$ cat src/rtl/mem_copy_engine.sv
// Single-clock copy engine: moves LEN words from SRC_ADDR to DST_ADDR through a
// dual-port memory, one read/wait/write triple per word, with a read-timeout abort.
module mem_copy_engine #(
    parameter int ADDR_W  = 5,
    parameter int DATA_W  = 8,
    parameter int TIMEOUT = 15
) (
    input  logic              clk,
    input  logic              rst,
    input  logic              start,
    input  logic [ADDR_W-1:0] src_addr,
    input  logic [ADDR_W-1:0] dst_addr,
    input  logic [ADDR_W:0]   len,
    output logic              busy,
    output logic              done,
    output logic              error,
    output logic [ADDR_W:0]   words_done,
    output logic              mem_en,
    output logic              mem_we,
    output logic              mem_re,
    output logic [ADDR_W-1:0] mem_r_addr,
    output logic [ADDR_W-1:0] mem_w_addr,
    output logic [DATA_W-1:0] mem_w_data,
    input  logic [DATA_W-1:0] mem_o_data,
    input  logic              mem_valid
);

    localparam int TMO_W = $clog2(TIMEOUT + 1);

    typedef enum logic [2:0] {
        S_IDLE,
        S_RD_REQ,
        S_RD_WAIT,
        S_WR,
        S_DONE
    } state_t;

    state_t            state_q, state_d;
    logic [ADDR_W-1:0] cur_src_q, cur_src_d;
    logic [ADDR_W-1:0] cur_dst_q, cur_dst_d;
    logic [ADDR_W:0]   rem_q, rem_d;
    logic [ADDR_W:0]   words_done_q, words_done_d;
    logic [DATA_W-1:0] data_q, data_d;
    logic [TMO_W-1:0]  tmo_q, tmo_d;
    logic              error_q, error_d;
    logic              busy_q, busy_d;
    logic              done_q, done_d;
    logic              mem_en_q, mem_en_d;
    logic              mem_we_q, mem_we_d;
    logic              mem_re_q, mem_re_d;
    logic [ADDR_W-1:0] mem_r_addr_q, mem_r_addr_d;
    logic [ADDR_W-1:0] mem_w_addr_q, mem_w_addr_d;
    logic [DATA_W-1:0] mem_w_data_q, mem_w_data_d;

    always_comb begin
        // NOTE: every _d starts as its _q so no path through this block can infer a latch.
        state_d      = state_q;
        cur_src_d    = cur_src_q;
        cur_dst_d    = cur_dst_q;
        rem_d        = rem_q;
        words_done_d = words_done_q;
        data_d       = data_q;
        tmo_d        = tmo_q;
        error_d      = error_q;

        case (state_q)
            S_IDLE: begin
                if (start) begin
                    cur_src_d    = src_addr;
                    cur_dst_d    = dst_addr;
                    rem_d        = len;
                    error_d      = 1'b0;
                    words_done_d = '0;
                    state_d      = (len == '0) ? S_DONE : S_RD_REQ;
                end
            end
            S_RD_REQ: begin
                tmo_d   = '0;
                state_d = S_RD_WAIT;
            end
            S_RD_WAIT: begin
                if (mem_valid) begin
                    data_d  = mem_o_data;
                    state_d = S_WR;
                end else begin
                    tmo_d = tmo_q + 1'b1;
                    if (tmo_q == TMO_W'(TIMEOUT - 1)) begin
                        error_d = 1'b1;
                        state_d = S_DONE;
                    end
                end
            end
            S_WR: begin
                cur_src_d    = cur_src_q + 1'b1;
                cur_dst_d    = cur_dst_q + 1'b1;
                words_done_d = words_done_q + 1'b1;
                rem_d        = rem_q - 1'b1;
                state_d      = (rem_q == (ADDR_W + 1)'(1)) ? S_DONE : S_RD_REQ;
            end
            S_DONE:  state_d = S_IDLE;
            default: state_d = S_IDLE;
        endcase

        // Outputs are decoded from the next state so they register in step with it.
        busy_d       = (state_d != S_IDLE);
        done_d       = (state_d == S_DONE);
        mem_re_d     = (state_d == S_RD_REQ);
        mem_we_d     = (state_d == S_WR);
        mem_en_d     = mem_re_d | mem_we_d;
        mem_r_addr_d = mem_re_d ? cur_src_d : '0;
        mem_w_addr_d = mem_we_d ? cur_dst_d : '0;
        mem_w_data_d = mem_we_d ? data_d : '0;
    end

    // NOTE: sequential state uses non-blocking assignments so every flop samples pre-edge values.
    always_ff @(posedge clk or posedge rst) begin
        if (rst) begin
            state_q      <= S_IDLE;
            cur_src_q    <= '0;
            cur_dst_q    <= '0;
            rem_q        <= '0;
            words_done_q <= '0;
            data_q       <= '0;
            tmo_q        <= '0;
            error_q      <= 1'b0;
            busy_q       <= 1'b0;
            done_q       <= 1'b0;
            mem_en_q     <= 1'b0;
            mem_we_q     <= 1'b0;
            mem_re_q     <= 1'b0;
            mem_r_addr_q <= '0;
            mem_w_addr_q <= '0;
            mem_w_data_q <= '0;
        end else begin
            state_q      <= state_d;
            cur_src_q    <= cur_src_d;
            cur_dst_q    <= cur_dst_d;
            rem_q        <= rem_d;
            words_done_q <= words_done_d;
            data_q       <= data_d;
            tmo_q        <= tmo_d;
            error_q      <= error_d;
            busy_q       <= busy_d;
            done_q       <= done_d;
            mem_en_q     <= mem_en_d;
            mem_we_q     <= mem_we_d;
            mem_re_q     <= mem_re_d;
            mem_r_addr_q <= mem_r_addr_d;
            mem_w_addr_q <= mem_w_addr_d;
            mem_w_data_q <= mem_w_data_d;
        end
    end

    assign busy       = busy_q;
    assign done       = done_q;
    assign error      = error_q;
    assign words_done = words_done_q;
    assign mem_en     = mem_en_q;
    assign mem_we     = mem_we_q;
    assign mem_re     = mem_re_q;
    assign mem_r_addr = mem_r_addr_q;
    assign mem_w_addr = mem_w_addr_q;
    assign mem_w_data = mem_w_data_q;

endmodule
$ cat config.mk
export PLATFORM = sky130hd
export DESIGN_NAME = mem_copy_engine
export DESIGN_NICKNAME = d
export VERILOG_FILES = /design/src/rtl/mem_copy_engine.sv
export SDC_FILE = /design/constraint.sdc
export NUM_CORES = 1
export LEC_CHECK = 0
export ABC_CLOCK_PERIOD_IN_PS = 1700
export CAP_MARGIN = 20
export CORE_MARGIN = 3
export CORE_UTILIZATION = 44
export DETAILED_ROUTE_END_ITERATION = 12
export HOLD_SLACK_MARGIN = 0.06
export PLACE_DENSITY = 0.75
export SYNTH_ARGS = -nofsm -noshare
export SYNTH_HDL_FRONTEND = slang
export SYNTH_SLANG_ARGS = --single-unit
$ cat constraint.sdc
create_clock -name clk -period 1.7 [get_ports clk]
set_clock_uncertainty 0.2 [all_clocks]
set_input_delay 0.17 -clock clk [delete_from_list [all_inputs] [get_ports clk]]
set_output_delay 0.17 -clock clk [all_outputs]
set_load 0.02 [all_outputs]
# Word-level counts from Yosys, hierarchy flattened
# Index checks and enable logic that the tools add are counted.
# word_totals
output_inout_bits	30
in_bits	28
regBits	61
elab_cells	67
# classes
muxes	25
n_reduce_logical	9
eq_ne	11
bitwise_logic	1
addsub	5
# ops
op	count
$mux W8	3
$pmux W6 S2	2
$mux W5	4
$pmux W5 S2	2
$mux W3	5
$mux W6	2
$pmux W3 S4	1
$add A5 B1 Y5 const B	2
$eq A3 B2 Y1 const B	3
$pmux W4 S2	1
$add A6 B1 Y6 const B	1
$eq A3 B1 Y1 const B	2
$eq A6 B1 Y1 const B	1
$logic_not A6 Y1	1
$ne A2 B2 Y1 const B	3
$reduce_bool A2 Y1	3
$sub A6 B1 Y6 const B	1
$add A4 B1 Y4 const B	1
$eq A4 B4 Y1 const B	1
$mux W4	1
$reduce_and A2 Y1	2
$reduce_and A4 Y1	1
$eq A3 B3 Y1 const B	1
$logic_not A3 Y1	1
other kinds (4)	6

# Logic depth before layout (Yosys ltp)
# Gate-level depths: netlist (run 1).
# logic_depth
word_depth	6
ltp_mapped	7
depth_no_buf	6

# Worst setup path after synthesis (run 1)
# No wires, ideal clock.
# synth_timing
path_type	reg2reg
from	reg state_q[1]
to	reg mem_w_addr_q[3], in the netlist mem_w_addr[3]
setup_time_ns	0.119
path_buffers	1
path_slack_ns	-0.112
t_arrival_ns	1.493
synth_period_minus_slack_ns	1.812
t_required_ns	1.381
stages_incl_launch_ff	6
path_cell_list	dfrtp_1 -> buf_6 -> or4b_4 -> o211a_1 -> a211o_1 -> and2_1
# synth_between
elab_cells_between_ends	11
classes_between	4 x eq/ne; 6 x mux; 1 x reduce/logical
# synth_lines
element	line	text
start, declared	38	state_t state_q, state_d;
start signal, assigned	135	state_q <= state_d;
$eq A3 B2 Y1 or $logic_not A3 Y1 (tied branches)	66	case (state_q)
$pmux W5 S2 *	66	
named net cur_dst_d[3]	40	logic [ADDR_W-1:0] cur_dst_q, cur_dst_d;
$mux W5 *	111	mem_w_addr_d = mem_we_d ? cur_dst_d : '0;
named net mem_w_addr_d[3]	52	logic [ADDR_W-1:0] mem_w_addr_q, mem_w_addr_d;
end signal, assigned	149	mem_w_addr_q <= mem_w_addr_d;
end, declared	52	
# The timed path passes the listed nets; every way through them passes the cells marked *.
# A chain may end at the register's enable or synchronous reset.

# Final worst setup path (run 1)
# layout_timing
from	reg state_q[1]
to	reg mem_w_addr_q[4], in the netlist mem_w_addr[4]
# Same word-level chain as after synthesis.

==> results of run 1 <==
-- metrics by stage --
step	TNS, ps	instance area [um^2]
3_5_place_dp	-7740	3280
2_1_floorplan	-711	2480
4_1_cts	-1770	3480
6_report	-2110	3640
5_1_grt	-3530	3640
3_3_place_gp	-7320	3280
-- final timing paths --
path,from,end,slack [ps]
worst min-delay path,mem_o_data[5],mem_w_data[5],190
worst max register to register,state_q[1],mem_w_addr[4],-180
max in group asynchronous,rst,state_q[2],320
worst max-delay path,state_q[1],mem_w_addr[4],-180
min in group asynchronous,rst,mem_w_data[5],490
worst min register to register,error,error,310
-- Yosys cell counts, types with 4 or more instances --
master    number  share of area
a22oi_1        4          0.012
a21oi_1        8          0.016
xor2_1         4          0.014
o21ai_0        9          0.018
ha_1           7          0.036
nand3_1        4         0.0081
buf_2          5          0.010
nor2_1        24          0.037
and2_1        18          0.046
dfrtp_1       53           0.54
nand2_1       16          0.024
clkbuf_1       4         0.0061
inv_1         11          0.017
-- power groups by stage --
stage / Combinational, mW / Sequential [mW] / Clock [mW]
3_5_place_dp: 2.47 / 1.97 / 0
3_3_place_gp: 2.41 / 1.96 / 0
5_1_grt: 3.27 / 2.02 / 0.817
6_report: 3.02 / 1.98 / 0.760
2_1_floorplan: 1.37 / 2.11 / 0
4_1_cts: 2.66 / 1.95 / 0.775
-- layout make-up --
class / count / area (um^2)
multi-input combinational: 153 / 1200
clock buffer: 5 / 68.8
tap: 70 / 87.6
sequential: 53 / 1330
inverter: 11 / 41.3
timing repair buffer: 90 / 882
clock inverter: 3 / 25.0
fill: 417 / 1630
-- registers in the layout, indices dropped and copies added, names as in the netlist, 3 cells and up --
register    count
mem_w_data      8
rem_q           6
words_done      6
cur_dst_q       5
cur_src_q       5
mem_r_addr      5
mem_w_addr      5
tmo_q           4
state_q         3
-- layer usage --
layer | GRT usage | wire [um] | part of all wire | vias up
met5 | 0 | 0 | 0 | -
met4 | 0.0490 | 60 | 0.0099 | 0
met3 | 0.0477 | 278 | 0.046 | 9
met2 | 0.323 | 3060 | 0.50 | 59
met1 | 0.253 | 2680 | 0.44 | 1005
li1 | - | - | - | 972
-- kinds of logic after synthesis --
| family | after synthesis | synth area share |
|---|---|---|
| multiplexers | 2 | 0.00864 |
| adder cells (fa/ha/maj) | 7 | 0.0356 |
| buffers and inverters | 23 | 0.0452 |
| AO/OA/AOI/OAI | 49 | 0.147 |
| flip-flops | 53 | 0.539 |
| XOR/XNOR | 4 | 0.0142 |
| AND/OR/NAND/NOR | 90 | 0.210 |
-- critical path, cell delays in order, from the launching register on --
cell and delay, ps:
dfrtp_2 450, or4b_4 590, buf_8 170, o211ai_1 100, nand3_1 120, and2_1 150
-- timing repair --
item                       in CTS  in global routing
pin swaps                       4                  8
hold endpoints to repair       14                  0
buffers inserted                4                  3
setup endpoints to repair      39                 44
resized for setup              25                 34
gates cloned                    1                  0
hold buffers                    1                  0
==> Flow_metrics.wiki, run 1 <==
{| class="wikitable"
! Metric !! Value
|-
| Count of synthesis-stage warnings from yosys || 0
|-
| Power density over cell area || between 1500 and 2000 nW/um^2
|-
| Clock-pin slew on the worst setup and hold paths || around 110 ps
|-
| Via count || approximately 2000
|-
| Clock H-tree levels || 2
|-
| Psw || around 2.3 mW
|-
| Avg Vias per Cell || about 5.3
|-
| Dpl cells || around 370
|-
| Reported max-cap violation count || 0
|-
| Mean instance size in the synthesized netlist || roughly 11 um^2
|-
| EDFF count, synth || 0
|-
| CTS sink count || between 50 and 60
|-
| Height of the die || 80.8 um
|-
| Combinational group share of total power || 0.524
|-
| Power Total || 5.75 mW
|-
| Count of standard-cell rows || 26
|-
| GRT Total Usage || 0.193
|-
| DRC violations left || 0
|-
| Peak supply drop || approximately 920 uV
|-
| Total wirelength of the detailed-routed design || around 6100 um
|-
| Critical path start-end classification || flop to flop
|-
| Part of the total power dissipated in sequential elements || 0.344
|-
| Final Wtd Congestion || 0.834
|-
| Half-perimeter wire length after placement || roughly 4000 um
|-
| Number of hold violations in the final report || 0
|-
| Leak || 1.69 nW
|-
| Fmax || between 0.5 and 0.6 GHz
|-
| Number of global-route vias before repair || between 2000 and 2500
|-
| Number of antenna violations at the first check in global routing || 0
|-
| WHS Path Cells || 2
|-
| Kind of end point of the critical path || flop
|-
| Number of cells on the worst reg-to-reg path || 5
|-
| TritonRoute pass-1 iters || 4
|-
| Violated checks || setup timing
|-
| Slew Viols, Final || 0
|-
| Fraction of layout instances using a drive strength above 1 || 0.267
|-
| Critical-path maximum fanout || 6
|-
| Final core area utilization || 0.691
|-
| Seq/Total Area, Yosys || 0.539
|-
| Fraction of power spent switching nets || 0.400
|-
| Final critical-path setup slack || -184 ps
|-
| Setup repair after global routing missed its margin || yes
|-
| Share of synthesized registers carrying an async set or reset || 1.00
|-
| Crit path required time || around 1700 ps
|-
| Core Area || roughly 5300 um^2
|-
| CTS tree || yes
|-
| Final period demand of the worst path || ~1900 ps
|-
| Signed area change from the synthesized netlist to the final layout || 47.9%
|-
| Clock network fraction of design power || 0.132
|-
| Wire length of the first global-routing pass || approximately 9700 um
|-
| Worst Hold Class || primary input to flop
|-
| Clock buffer count from CTS || 5
|-
| Initial standard-cell utilization of the core || 0.467
|-
| Actual transition at the worst max-transition pin || around 370 ps
|-
| Number of standard cells after synthesis || roughly 230
|-
| Sum of overflow across all layers after global routing || 0
|-
| Part of the cycle the worst path needs || 1.11
|-
| Worst Setup Slack post-DPL || -391 ps
|-
| Seq cells post-synth || 53
|-
| Status || finished with violations
|-
| Residual antenna-violating net count after detailed routing || 0
|-
| Syn Nets || about 260
|-
| Netlist area before placement || between 2000 and 2500 um^2
|-
| Port bufs || 57
|-
| Setup-violating endpoint count in the final report || 29
|-
| Clock buffer depth || 2
|-
| Pin count of the biggest net entering global routing || 29
|-
| First DRT Iteration DRCs || approximately 110
|-
| Setup crit start kind || flop
|-
| Clock root cell || clkbuf_8
|-
| Internal power || 3.45 mW
|-
| Prevailing post-synth register cell || dfrtp_1
|-
| # IOs || slightly below 60
|-
| Clock network latency to the later pin of the worst-skew pair || ~320 ps
|-
| Diode insertion count for antenna repair || 0
|-
| Routed wire per std cell || roughly 16 um
|-
| Worst hold-check slack || between 150 and 200 ps
|-
| Commonest cells after routing, fill and taps aside || dfrtp_1 (50), clkdlybuf4s50_1 (50), buf_4 (22), nor2_1 (20), and2_1 (16)
|-
| Netlist cell types || just under 50
|-
| Slew margin rel. || 0.751
|-
| Layout Cells excl Fill || 385
|-
| Die area || approximately 6500 um^2
|-
| Net count of the finished layout || about 350
|-
| X dimension of the die || 80.8 um
|-
| Worst EP arrival || around 1900 ps
|}
Power figures use the tool's default switching activity.
==> inputs of run 2 (changes only) <==
--- a/config.mk
+++ b/config.mk
@@ -7,7 +7,7 @@
 export LEC_CHECK = 0
 export ABC_CLOCK_PERIOD_IN_PS = 1700
 export CAP_MARGIN = 20
-export CORE_MARGIN = 3
+export CORE_MARGIN = 4
 export CORE_UTILIZATION = 44
 export DETAILED_ROUTE_END_ITERATION = 12
 export HOLD_SLACK_MARGIN = 0.06
==> constraint.sdc (replaced) <==
create_clock -name clk -period 1.7 [get_ports clk]
set_clock_uncertainty 0.2 [all_clocks]
set_input_delay 0.34 -clock clk [delete_from_list [all_inputs] [get_ports clk]]
set_output_delay 0.34 -clock clk [all_outputs]
set_load 0.02 [all_outputs]
==> run 2 against run 1 <==
The flow still finishes with violations (setup timing). Routed wire length up 3.8%. Die area up 5.0%. First-iteration DRC count down 42%. Combinational power up 2%. Setup slack worse by 7.6 ps. Clock power up 12%. Flip-flop and latch count unchanged. Count of clock-buffer cells in the layout unchanged. Worst hold slack better by 68 ps. Critical path depth down 1. Utilization up 1.7 points. Largest power group unchanged.
==> Flow_metrics.wiki, run 2 (synthesis gave the netlist of run 1 again) <==
{| class="wikitable"
! Metric !! Value
|-
| CTS tree || yes (unchanged)
|-
| Max incr delay on CP || 580 ps (was 590 ps)
|-
| Residual antenna-violating net count after detailed routing || 0 (unchanged)
|-
| Port bufs || 57 (unchanged)
|-
| Critical R2R Launch || state_q[0] (was state_q[1])
|-
| Area occupied by multi-input gates || 1140 um^2 (was 1200 um^2)
|-
| Initial standard-cell utilization of the core || 0.467 (unchanged)
|-
| Die area || 6850 um^2 (was 6530 um^2)
|-
| TritonRoute pass-1 iters || 5 (was 4)
|-
| Critical-path maximum fanout || 5 (was 6)
|-
| Setup crit start kind || flop (unchanged)
|-
| Fill cell count || 412 (was 417)
|-
| Status || finished with violations (unchanged)
|-
| Clock network latency to the later pin of the worst-skew pair || 300 ps (was 320 ps)
|-
| Clock buffer depth || 2 (unchanged)
|-
| Power Total || 5.88 mW (was 5.75 mW)
|-
| Flip-flop and latch area || 1330 um^2 (about the same)
|-
| Number of cells on the worst reg-to-reg path || 4 (was 5)
|-
| Clock root cell || clkbuf_8 (unchanged)
|-
| Finished layout cell area || 3730 um^2 (was 3640 um^2)
|-
| Worst EP arrival || 1900 ps (was 1910 ps)
|-
| Number of global-route vias before repair || 2081 (was 2013)
|-
| Slew margin rel. || 0.772 (was 0.751)
|-
| Fraction of layout instances using a drive strength above 1 || 0.288 (was 0.267)
|-
| Avg Vias per Cell || 5.13 (was 5.31)
|-
| Power density over cell area || 1580 nW/um^2 (about the same)
|-
| Dpl cells || 378 (was 368)
|-
| Setup Total Neg Slack || -3140 ps (was -2110 ps)
|-
| Count of standard-cell rows || 26 (unchanged)
|-
| Critical path start-end classification || flop to flop (unchanged)
|-
| Crit path required time || 1700 ps (was 1720 ps)
|-
| Setup-violating endpoint count in the final report || 35 (was 29)
|-
| Reported max-cap violation count || 0 (unchanged)
|-
| Chain of cells forming the critical path || or4b_4 > o211a_1 > a211o_1 > and2_1 (was or4b_4 > buf_8 > o211ai_1 > nand3_1 > and2_1)
|-
| Layout Cells excl Fill || 400 (was 385)
|-
| Setup repair after global routing missed its margin || yes (unchanged)
|-
| Violated checks || setup timing (unchanged)
|-
| Clock-pin slew on the worst setup and hold paths || 100 ps (was 110 ps)
|-
| Diode insertion count for antenna repair || 0 (unchanged)
|-
| Commonest cells after routing, fill and taps aside || dfrtp_1 (51), buf_4 (33), dlygate4sd2_1 (31), clkdlybuf4s50_1 (26) (was dfrtp_1 (50), clkdlybuf4s50_1 (50), buf_4 (22), nor2_1 (20), and2_1 (16))
|-
| GRT Total Usage || 0.189 (was 0.193)
|-
| Peak supply drop || 853 uV (was 922 uV)
|-
| Clock H-tree levels || 2 (unchanged)
|-
| Total wirelength of the detailed-routed design || 6310 um (was 6080 um)
|-
| Cell area reported after detailed placement || 3360 um^2 (was 3280 um^2)
|-
| Final Wtd Congestion || 0.832 (was 0.834)
|-
| Number of antenna violations at the first check in global routing || 0 (unchanged)
|-
| Number of hold violations in the final report || 0 (unchanged)
|-
| Capture instance of the worst register-to-register path || mem_w_addr[3] (was mem_w_addr[4])
|-
| Actual transition at the worst max-transition pin || 340 ps (was 373 ps)
|-
| Top Family by Delay on Critical Path || simple AND/OR/NAND/NOR gates (unchanged)
|-
| Setup slack of the worst register-to-register path || -190 ps (was -180 ps)
|-
| First DRT Iteration DRCs || 66 (was 113)
|-
| Routed wire per std cell || 15.8 um (about the same)
|-
| Via count || 2051 (was 2045)
|-
| Half-perimeter wire length after placement || 3970 um (was 4030 um)
|-
| Net count of the finished layout || 364 (was 349)
|-
| Fmax || 0.529 GHz (was 0.531 GHz)
|-
| Height of the die || 82.8 um (was 80.8 um)
|-
| Part of the cycle the worst path needs || 1.11 (about the same)
|-
| Core Area || 5270 um^2 (unchanged)
|-
| Cell with the largest stage delay on the worst path || or4b_4 (unchanged)
|-
| Pin count of the biggest net entering global routing || 54 (was 29)
|-
| Worst Hold Class || primary input to async pin (was primary input to flop)
|-
| # IOs || 58 (unchanged)
|-
| Slew Viols, Final || 0 (unchanged)
|-
| Number of buffers and inverters on the critical path || 0 (was 1)
|-
| Max FFs per register || 8 (unchanged)
|-
| Signed area change from the synthesized netlist to the final layout || 51.5% (was 47.9%)
|-
| Clock buffer count from CTS || 5 (unchanged)
|-
| X dimension of the die || 82.8 um (was 80.8 um)
|-
| Commonest non-fill, non-tap cell in the layout || dfrtp_1
|-
| CTS sink count || 53 (unchanged)
|-
| Leak || 1.84 nW (was 1.69 nW)
|-
| DRC violations left || 0 (unchanged)
|-
| Sum of overflow across all layers after global routing || 0 (unchanged)
|-
| Wire length of the first global-routing pass || 9670 um (was 9650 um)
|-
| Final period demand of the worst path || 1890 ps (was 1880 ps)
|-
| Final critical-path setup slack || -192 ps (was -184 ps)
|-
| Kind of end point of the critical path || flop (unchanged)
|}
==> run 2: what timing repair did <==
| item | CTS | global route |
|---|---|---|
| buffers inserted | 7 | 6 |
| pin swaps | 8 | 7 |
| setup endpoints to repair | 72 | 49 |
| endpoints found under the hold margin | 0 | 0 |
| resized for setup | 46 | 29 |
| gates cloned | 0 | 1 |
| hold buffers | 0 | 0 |
==> run 2: per-stage QoR <==
step	setup slack (ps)	hold WS, ps	util
after CTS	-171	220	0.671
final	-192	256	0.708
after global placement	-507	282	0.637
after floorplan	-112	201	-
after detailed placement	-519	289	0.637
after global routing	-249	277	0.708
==> run 2: worst reg2reg max path: stages, from the launching register on <==
cell and delay, ps:
dfrtp_2 470, or4b_4 590, o211a_1 140, a211o_1 240
and2_1 160
==> run 2: cell type report <==
cell class                      count  area share
Clock buffer                        5      0.0185
Inverter                           11      0.0128
Tap cell                           70      0.0235
Timing Repair Buffer              106       0.270
Clock inverter                      3      0.0117
Sequential cell                    53       0.356
Multi-Input combinational cell    152       0.307
==> run 2: worst max-delay path by stage <==
| stage | startpoint | to | slack, ps | cells past startpoint |
|---|---|---|---|---|
| global route | state_q[0] | mem_w_addr[3] | -250 | 6 |
| finish | state_q[0] | mem_w_addr[3] | -190 | 4 |
| global placement | start | mem_w_addr[4] | -510 | 6 |
| floorplan | state_q[1] | mem_w_addr[3] | -110 | 5 |
| CTS | state_q[0] | mem_w_addr[3] | -170 | 4 |
| detailed placement | start | mem_w_addr[4] | -520 | 6 |
==> run 2: metal layers <==
layer,global-route usage,wire [um],up-vias
met5,0,0,-
met4,0.0523,83,0
met3,0.0443,302,8
met2,0.317,3180,47
met1,0.245,2740,994
li1,-,-,1002
==> run 2: power breakdown <==
group / switching (mW) / internal [mW] / leakage [nW]
Sequential: 0.287 / 1.66 / 0.680
Combinational: 1.55 / 1.53 / 1.10
Clock: 0.411 / 0.441 / 0.0585
Total: 2.25 / 3.64 / 1.84
==> inputs of run 3 (changes only) <==
--- a/config.mk
+++ b/config.mk
@@ -12,6 +12,7 @@
 export DETAILED_ROUTE_END_ITERATION = 12
 export HOLD_SLACK_MARGIN = 0.06
 export PLACE_DENSITY = 0.75
+export SLEW_MARGIN = 20
 export SYNTH_ARGS = -nofsm -noshare
 export SYNTH_HDL_FRONTEND = slang
 export SYNTH_SLANG_ARGS = --single-unit
==> results of run 3 <==
Same layout as run 2: the final DEF is identical, and so are final timing and power.
==> RTL change, RTL diff (settings of run 2) <==
Reset style: synchronous (`rst`), changed in one clocked block.
--- a/src/rtl/mem_copy_engine.sv
+++ b/src/rtl/mem_copy_engine.sv
@@ -115,3 +115,3 @@
     // NOTE: sequential state uses non-blocking assignments so every flop samples pre-edge values.
-    always_ff @(posedge clk or posedge rst) begin
+    always_ff @(posedge clk) begin
         if (rst) begin
Function: differs if rst is asserted again (counterexample within 4 cycles, from zero or initial values and one cycle with rst high); with rst held inactive, the same outputs for 10 cycles.
==> RTL change against run 2 <==
  * The run still ends with setup timing left
  * Setup slack worse by 110 ps
  * Final cell count up 15%
  * Synthesized area up 1.0%
  * Sequential cell count up 8
  * Wire length up 46%
  * Design area up 17%
  * Largest cell class is now multi-input gates
Power is not compared: it rests on default switching activity, and its combinational part moved more than twofold at a synthesized area within 25%.
==> RTL change: results <==
{
  "status": "finished, violations left",
  "violated_checks": "setup timing",
  "dr.max_layer_used": "met4",
  "power.ir.vdd_worst_mv": 0.684,
  "routabilityCongestion": 0.852,
  "dp_slack_ps": -690,
  "met1_usage_pct": 23.9,
  "parity_gate_share_of_the_synthesized_area_counting_xor_and_xnor_cells_pct": 0.705,
  "cts_inserted_buffers": 9,
  "synth_seq_area_share_pct": 49.1,
  "cp_data_arrival_time_ps": 2030,
  "placedInstanceArea_um2": 3410,
  "critical_path.max_fanout": 4,
  "yosysTopAreaCellShare_pct": 49.1,
  "routed-via-count": 2588,
  "number_of_cells_in_the_finished_layout_apart_from_fillers": 460,
  "fraction_of_registers_with_async_set_or_reset_after_synthesis_pct": 0,
  "setup-violations-final": 57,
  "placed_cells": 415,
  "synthesis.instances": 263,
  "number_of_design_rule_violations_left_after_detail_routing": 0,
  "top_cells_by_area_synth": "sky130_fd_sc_hd__dfxtp_1, sky130_fd_sc_hd__nor2_1, sky130_fd_sc_hd__mux2i_1, sky130_fd_sc_hd__ha_1, sky130_fd_sc_hd__a21oi_1",
  "gr-usage-all-layers_pct": 20.9,
  "synthAdderAreaFrac_pct": 3.52,
  "grt_pass1_wl_mm": 11.6,
  "synth_top_cells_by_count": "sky130_fd_sc_hd__nor2_1, sky130_fd_sc_hd__dfxtp_1, sky130_fd_sc_hd__a21oi_1, sky130_fd_sc_hd__mux2i_1, sky130_fd_sc_hd__nor3_1",
  "htree_levels": 3,
  "routedWlPerCell_um": 20.0,
  "clk_transition_reported_paths_ps": 80,
  "post_cts_setup_buffers": 14,
  "grt_use_met3_pct": 5.75,
  "total_power_w": 0.00381,
  "ys_dominant_reg_cell": "sky130_fd_sc_hd__dfxtp_1",
  "metal1_wirelength_mm": 3.57,
  "post_synth_mux_area_share_pct": 7.10,
  "final_critical_path_setup_slack_ps": -299,
  "sum_of_negative_setup_slack_ps": -8130,
  "diodes": 0,
  "first_global_vias": 2452,
  "ys_types": 46,
  "synth_compound_gate_area_share_pct": 15.1,
  "number_of_nets_produced_by_synthesis": 298,
  "worst_skew_pair.late_latency_ps": 360,
  "route.met3.wl_um": 590,
  "detail_route.iter0.violations": 173,
  "post_cts.resized_instances": 62,
  "global_route.usage.met2_pct": 36.8,
  "grt_max_degree": 17,
  "route.met2.wl_mm": 4.69,
  "path_category_of_the_worst_min_delay_check": "reg -> reg",
  "worst_slew_margin_rel_pct": 67.4
}
==> RTL change: final timing paths <==
| path | cells after the start | to | from | slack [ps] |
|---|---|---|---|---|
| hold reg to reg | 2 | mem_r_addr[4] | cur_src_q[4] | 320 |
| setup / recovery | 5 | mem_w_addr[3] | state_q[1] | -300 |
| setup reg to reg | 5 | mem_w_addr[3] | state_q[1] | -300 |
| hold / removal | 2 | mem_r_addr[4] | cur_src_q[4] | 320 |
==> RTL change: layout make-up <==
class / instances / area (um^2)
clock buffer: 9 / 124
sequential: 61 / 1230
inverter: 8 / 30.0
tap: 72 / 90.1
multi-input combinational: 177 / 1630
clock inverter: 7 / 73.8
timing repair buffer: 126 / 1200
fill: 315 / 1130
==> RTL change: worst register-to-register path, stage by stage, from the launching register on <==
cell and delay (ps):
sky130_fd_sc_hd__dfxtp_4 360, sky130_fd_sc_hd__or4b_4 570, sky130_fd_sc_hd__buf_6 150, sky130_fd_sc_hd__mux2_4 280, sky130_fd_sc_hd__a221oi_4 250, sky130_fd_sc_hd__nor2_2 70
